===== config.mk =====
export PLATFORM = sky130hd
export DESIGN_NAME = d_trigger_arbiter_flat
export DESIGN_NICKNAME = d
export VERILOG_FILES = /design/src/rtl/d_trigger_arbiter_if.sv /design/src/rtl/d_trigger_arbiter.sv /design/src/flat_wrapper.sv
export SDC_FILE = /design/constraint.sdc
export NUM_CORES = 1
export LEC_CHECK = 0
export CORE_MARGIN = 5
export CORE_UTILIZATION = 35
export DETAILED_ROUTE_END_ITERATION = 8
export GPL_TIMING_DRIVEN = 0
export PLACE_DENSITY = 0.65
export SETUP_SLACK_MARGIN = 0.05
export SLEW_MARGIN = 30
export SYNTH_ARGS = -nofsm -noshare
export SYNTH_HDL_FRONTEND = slang
export SYNTH_SLANG_ARGS = --single-unit

===== constraint.sdc =====
create_clock -name clk -period 2.35 [get_ports clk]
set_clock_uncertainty 0.05 [all_clocks]
set_input_delay 0.3525 -clock clk [delete_from_list [all_inputs] [get_ports clk]]
set_output_delay 0.3525 -clock clk [all_outputs]
set_load 0.02 [all_outputs]

===== src/rtl/d_trigger_arbiter_if.sv =====
// Bundle between four requesters and the shared-word arbiter.
// Handshake: a requester holds req[i] with a stable data slice until ack[i] pulses; dropping req[i] while gnt[i] is high cancels the write.
interface d_trigger_arbiter_if #(parameter int WIDTH = 4);
  logic [3:0]         req;
  logic [4*WIDTH-1:0] data;
  logic [3:0]         gnt;
  logic [3:0]         ack;
  logic [WIDTH-1:0]   q;
  logic [1:0]         owner;
  logic               busy;

  modport master (output req, data, input gnt, ack, q, owner, busy);
  modport slave  (input req, data, output gnt, ack, q, owner, busy);
endinterface


===== src/rtl/d_trigger_arbiter.sv =====
// Round-robin arbiter for four writers sharing one stored word.
// One write takes three states: IDLE picks the winner, GRANT commits, ACK pulses.
module d_trigger_arbiter #(
  parameter int WIDTH = 4
) (
  input  logic                  clk,
  input  logic                  rst_n,
  d_trigger_arbiter_if.slave    bus,
  output logic [1:0]            dbg_state
);

  typedef enum logic [1:0] {
    IDLE  = 2'd0,
    GRANT = 2'd1,
    ACK   = 2'd2
  } state_t;

  state_t     state;
  logic [1:0] ptr;
  logic [1:0] wsel;
  logic [1:0] win;
  logic       found;
  logic [1:0] idx;

  // First requester at or after ptr, wrapping modulo four.
  always_comb begin
    found = 1'b0;
    win   = 2'd0;
    idx   = 2'd0;
    for (int k = 0; k < 4; k++) begin
      idx = ptr + 2'(k);
      if (!found && bus.req[idx]) begin
        found = 1'b1;
        win   = idx;
      end
    end
  end

  always_ff @(posedge clk or negedge rst_n) begin
    if (!rst_n) begin
      state     <= IDLE;
      ptr       <= 2'd0;
      wsel      <= 2'd0;
      bus.gnt   <= 4'd0;
      bus.ack   <= 4'd0;
      bus.q     <= '0;
      bus.owner <= 2'd0;
    end else begin
      case (state)
        IDLE: begin
          bus.ack <= 4'd0;
          if (found) begin
            bus.gnt <= 4'b0001 << win;
            wsel    <= win;
            state   <= GRANT;
          end else begin
            bus.gnt <= 4'd0;
          end
        end
        GRANT: begin
          bus.gnt <= 4'd0;
          // A winner that dropped its request forfeits the slot without touching ptr.
          if (bus.req[wsel]) begin
            bus.q     <= bus.data[int'(wsel)*WIDTH +: WIDTH];
            bus.owner <= wsel;
            bus.ack   <= 4'b0001 << wsel;
            ptr       <= wsel + 2'd1;
            state     <= ACK;
          end else begin
            state     <= IDLE;
          end
        end
        ACK: begin
          bus.ack <= 4'd0;
          state   <= IDLE;
        end
        default: begin
          bus.gnt <= 4'd0;
          bus.ack <= 4'd0;
          state   <= IDLE;
        end
      endcase
    end
  end

  assign bus.busy  = (state != IDLE);
  assign dbg_state = state;

endmodule


===== src/flat_wrapper.sv =====
// flat-port wrapper written by rule: the top's interface ports become plain ports
module d_trigger_arbiter_flat 
#(
  parameter int WIDTH = 4
)
  (clk, rst_n, dbg_state, bus_req, bus_data, bus_gnt, bus_ack, bus_q, bus_owner, bus_busy);
  d_trigger_arbiter_if #(.WIDTH(WIDTH)) bus_i ();
  input  logic clk;
  input  logic rst_n;
  output logic [1:0] dbg_state;
  input wire logic [$bits(bus_i.req)-1:0] bus_req;
  input wire logic [$bits(bus_i.data)-1:0] bus_data;
  output wire logic [$bits(bus_i.gnt)-1:0] bus_gnt;
  output wire logic [$bits(bus_i.ack)-1:0] bus_ack;
  output wire logic [$bits(bus_i.q)-1:0] bus_q;
  output wire logic [$bits(bus_i.owner)-1:0] bus_owner;
  output wire logic [$bits(bus_i.busy)-1:0] bus_busy;
  assign bus_i.req = bus_req;
  assign bus_i.data = bus_data;
  assign bus_gnt = bus_i.gnt;
  assign bus_ack = bus_i.ack;
  assign bus_q = bus_i.q;
  assign bus_owner = bus_i.owner;
  assign bus_busy = bus_i.busy;
  d_trigger_arbiter #(.WIDTH(WIDTH)) u_core (.clk(clk), .rst_n(rst_n), .bus(bus_i), .dbg_state(dbg_state));
endmodule

* Word-level counts from Yosys, hierarchy flattened
Cells that the tools add are included.
** Word-level totals
- Flip-flop bits (word level) :: 20
- Input bits :: 22
** Operators by class
- Eq/ne operators :: 4
- $lt $le $gt $ge :: 5
- Multiplexer cells :: 25
- Reductions and logical operators :: 10
- Shift operators :: 3
- Add/subtract/negate cells :: 4
** Operators by type and width (number)
- 16-bit by 5-bit indexed part select with 4-bit output :: 1
- 2-bit by 3-bit less-than comparator with 1-bit output, second input constant :: 5
- 2-bit two-way mux :: 6
- 4-bit two-way mux :: 3
- 1-bit binary-select mux with 2-bit select :: 5
- 1-bit two-way mux :: 9
- 4-bit one-hot mux with 2 select lines :: 1
- 1-bit by 2-bit << shifter with 4-bit output, first input constant :: 2
- 2-bit by 1-bit adder with 2-bit output, second input constant :: 2
- 2-bit adder, second input constant :: 2
- 2-bit by 1-bit != test with 1-bit output, second input constant :: 2
- 2-bit one-hot mux with 2 select lines :: 1
- 2-bit AND reduction :: 2
- 1-bit logical AND :: 3
- 1-bit logical NOT :: 3
- 2-bit by 1-bit == test with 1-bit output, second input constant :: 1
- 2-bit == test, second input constant :: 1
- 2-bit logical NOT :: 1
- 2-bit nonzero test :: 1

* Logic depth before layout (Yosys ltp)
- Depth in word-level cells :: 15
- Mapped depth :: 6
- Gate-level depth less buffers :: 4

* Worst setup path before layout
No wires, ideal clock.
- Path type :: register to register
- From :: register u_core.wsel[0]
- To :: register u_core.bus.q[0]
- Arrival time :: 1631 ps
- Required time :: 2175 ps
- Slack :: 544 ps
- Library setup time :: 125 ps
- Path buffers :: 2
- Cell stages (with the launch flop) :: 6
- Cell sequence :: dfrtp_1 > buf_6 > mux4_2 > nand3b_4 > buf_8 > mux2_4
** Between the ends
- Cells in the longest elaborated chain, start to end :: 3
** RTL lines
- from (decl) :: line d_trigger_arbiter.sv:20 : logic [1:0] wsel;
- from (signal assigned) :: line d_trigger_arbiter.sv:54 : wsel <= win;
- parallel branches: the longest is 3 deep, another holds 16-bit by 5-bit indexed part select with 4-bit output
- to (signal assigned) :: line d_trigger_arbiter.sv:64 : bus.q <= bus.data[int'(wsel)*WIDTH +: WIDTH];
- to (decl) :: line d_trigger_arbiter_if.sv:13 : modport slave (input req, data, output gnt, ack, q, owner, busy);
Parallel ways; which one is timed is not known. The select of a mux whose other input is x is not followed.
A chain may end at the register's enable or synchronous reset.

* Worst setup path in the final report
- From :: register u_core.state[0] (netlist: u_core.dbg_state[0])
- To :: output bus_busy
** Between the ends
- Cells in the longest elaborated chain, start to end :: 1
** RTL lines
- from (decl) :: line d_trigger_arbiter.sv:18 : state_t state;
- from (signal assigned) :: line d_trigger_arbiter.sv:41 : state <= IDLE;
- from (signal assigned) :: line d_trigger_arbiter.sv:55 : state <= GRANT;
- from (signal assigned) :: line d_trigger_arbiter.sv:68 : state <= ACK;
- 2-bit nonzero test :: line d_trigger_arbiter.sv:86 : assign bus.busy = (state != IDLE);
- to (decl) :: line flat_wrapper.sv:17 : output wire logic [$bits(bus_i.busy)-1:0] bus_busy;
No other way between the ends.

==> out/qor.yml <==
status:
  status: "completed"
power_and_ir_drop:
  vdd_drop_max_v: 0.000499
  seqPwrFrac_pct: 32.7
  power.internal_mw: 1.15
  p_switching_uw: 728
  p_clk_share_pct: 8.2
  swShare_pct: 38.8
  leakage_nw: 0.682
  pwr-share-comb_pct: 59.0
  p_per_area_nw_per_um2: 1240
floorplan:
  num_rows: 20
  core_um2: 2980
  initial_core_util_pct: 35.6
  io_pins: 39
  die-area_um2: 4230
  die_x_um: 65.0
  die_h_um: 65.0
cells_and_area:
  area_delta_synth_final_pct: 42.4
  multi_input_area_um2: 509
  fin_area_um2: 1510
  nets: 153
  diodes: 0
  nFillCells: 276
  drive_gt1_share_pct: 12.8
  register_area_um2: 500
  stdcell_count: 158
setup_path:
  crit_chain: "or2_2 > clkdlybuf4s50_1"
  critPathTopFamily: "buffers and inverters"
  critPathMaxStageDelay_ps: 550
  startpoint_type: "flip-flop"
  path_class: "reg -> out"
  crit_arrival_ps: 1650
  end_kind: "output port"
  r2r-start: "u_core.wsel[0]$_DFFE_PN0P_"
  setup.worst_path.start: "u_core.dbg_state[0]$_DFFE_PN0P_"
  required_ps: 1950
  worst-path-buf-inv: 1
  path_max_fanout: 5
  slowest_stage: "clkdlybuf4s50_1"
drt:
  vias: 808
  firstDrtPassIters: 4
  routed_wl_mm: 2.29
  vias_per_cell: 5.11
  route.detailed.drc: 0
  wl_per_cell_um: 14.5
  final_antenna_net_count: 0
  drtIter0Drc: 32
grt:
  grt_pass1_wl_mm: 3.80
  use_met2_pct: 21.2
  antenna_found_initial: 0
  grtUsageMet3_pct: 3.64
  grt-busiest-layer: "met2"
  grt_use_total_pct: 11.8
  grt_start_max_net_pins: 21
  gr-usage-met1_pct: 13.2
  grt_pass1_vias: 839
  overflow: 0
clock_tree:
  cts.path.max_buffers: 2
  ctsRootBufferMaster: "clkbuf_4"
  cts_setup_buffers: 0
  clk_latency_ps: 290
  htreeDepth: 1
  cts_made_buffers: 3
  cts_tree: "yes"
  cts.sinks: 20
  cts.clk_slew.worst_paths_ps: 100
synthesis:
  synthTopCellsByArea: "dfrtp_1 (47%), mux4_1 (9.9%), ha_1 (4.7%)"
  synthDistinctLibCells: 26
  ys.flop_type: "dfrtp_1"
  synth_edf_count: 0
  yosys.area.top_type: "dfrtp_1"
  syn-cell-area_um2: 1060
  ys_async_sr_fraction_pct: 100
  synth.yosys.seq_area_share_pct: 47.2
  synth_seq_cells: 20
  yosysWarnings: 0
  syn-num-nets: 109
  syn_inst: 83
  synth_top_area_share_pct: 47.2
  synth_area_per_cell_um2: 12.8
placement:
  dpl.hpwl_mm: 1.85
  numPlacedInstances: 154
  place_area_um2: 1480
  io_buffers: 38
  globalplace.congestion: 0.755
timing:
  final.period_utilization_pct: 87.3
  fmax_mhz: 487
  hold_viol_final: 0
  min_period_ps: 2050
  rsz0062_at_grt: "no"
  slew_violations: 0
  setup_violations: 0
  tightest_slew_ps: 539
  tns_ps: 0
  relSlewSlack_pct: 63.8
worst_hold_path:
  hold_path_class: "reg -> reg"
  min_from: "u_core.bus.gnt[0]$_DFFE_PN0P_"
flow_run:
  maxCapViolations: 0
## stage by stage
stage / hold slack [ps] / power, mW / setup slack (ps) / util, %
detailed placement: 423 / 1.75 / 103 / 49.7
finish: 444 / 1.88 / 298 / 50.7
floorplan: 6.91 / 1.32 / 544 / -
global route: 483 / 2.02 / 236 / 50.7
CTS: 448 / 1.91 / 274 / 50.5
global placement: 417 / 1.73 / 126 / 49.7
## placed cells by master (no fill, tap or decap)
cell type        count
nand2_1              6
mux2_2               3
nor2b_1              1
mux4_1               4
mux4_2               1
a21oi_1              3
o22ai_1              1
nand2b_1             2
nor3_1               1
o31ai_1              2
o21a_1               1
or2_2                1
mux2i_1              5
nor2_1               7
o21ai_0              5
ha_1                 4
buf_2                1
clkbuf_4             3
nor4_1               1
clkbuf_2             1
nand3b_4             1
buf_8                1
buf_6                1
clkdlybuf4s50_1     37
o22a_1               1
dlygate4sd3_1        1
mux2_4               3
a32o_1               2
dfrtp_1             20
inv_1                5
## power by group through the flow
| stage | logic, mW | registers [mW] | clock network [mW] |
|---|---|---|---|
| after detailed placement | 1.12 | 0.623 | 0 |
| after global routing | 1.20 | 0.638 | 0.177 |
| final | 1.11 | 0.614 | 0.155 |
| after global placement | 1.11 | 0.615 | 0 |
| after CTS | 1.13 | 0.616 | 0.164 |
| after floorplan | 0.572 | 0.745 | 0 |
## synth_stat cells, drive strengths merged, types with 2 or more instances
library cell and n:
nand2b 2, nand2 6, inv 5, mux4 5
ha 4, mux2 6, o31ai 2, dfrtp 20
a32o 2, o21ai 5, mux2i 5, nor2 7
a21oi 3, buf 2
## flip-flops by register name, indices dropped and copies added, names as in the netlist
register,cells
u_core.bus.gnt,4
u_core.bus.ack,4
u_core.wsel,2
u_core.bus.owner,2
u_core.bus.q,4
u_core.dbg_state,2
u_core.ptr,2
## metal layers
layer	wire [um]	vias up
met4	25	0
met2	1240	21
met5	0	-
met1	929	400
met3	96	2
li1	-	385
## kinds of logic (layout without fill, tap and decap cells)
| logic type | count (synthesis) | count (layout) | synth area share (%) |
|---|---|---|---|
| AO/OA/AOI/OAI | 15 | 15 | 9.21 |
| adder cells (fa/ha/maj) | 4 | 4 | 4.72 |
| buffers and inverters | 8 | 50 | 4.72 |
| AND/OR/NAND/NOR | 20 | 20 | 9.92 |
| flip-flops | 20 | 20 | 47.2 |
| multiplexers | 16 | 16 | 24.2 |
## area by class of cell
class                      instances  share of cell area (%)
sequential                        20                    33.2
tap                               33                    2.74
multi-input combinational         55                    33.7
buffer                             3                    2.07
inverter                           5                    1.24
timing repair buffer              39                    25.5
clock buffer                       3                    1.49
## path summary, 6_finish.rpt
kind                                                 endpoint  slack [ps]  cells past startpoint
worst max-delay path                                 bus_busy         300                      2
min in group asynchronous       u_core.bus.ack[2]$_DFFE_PN0P_         480                      2
worst min-delay path            u_core.bus.gnt[0]$_DFFE_PN0P_         440                      2
worst min register to register  u_core.bus.gnt[0]$_DFFE_PN0P_         440                      2
worst max register to register    u_core.bus.q[1]$_DFFE_PN0P_         420                      5
max in group asynchronous       u_core.bus.ack[0]$_DFFE_PN0P_        1460                      2
## tightest hold or removal path, delay by kind of cell (launching register included)
family | cells | cell delay [ps]
flip-flops | 1 | 360
AND/OR/NAND/NOR | 1 | 50
AO/OA/AOI/OAI | 1 | 50
## repair_timing
item,CTS,global route
hold buffers,0,1
hold endpoints to repair,0,20
resized for setup,0,0
Note: power is estimated with default switching activity, not from simulation.
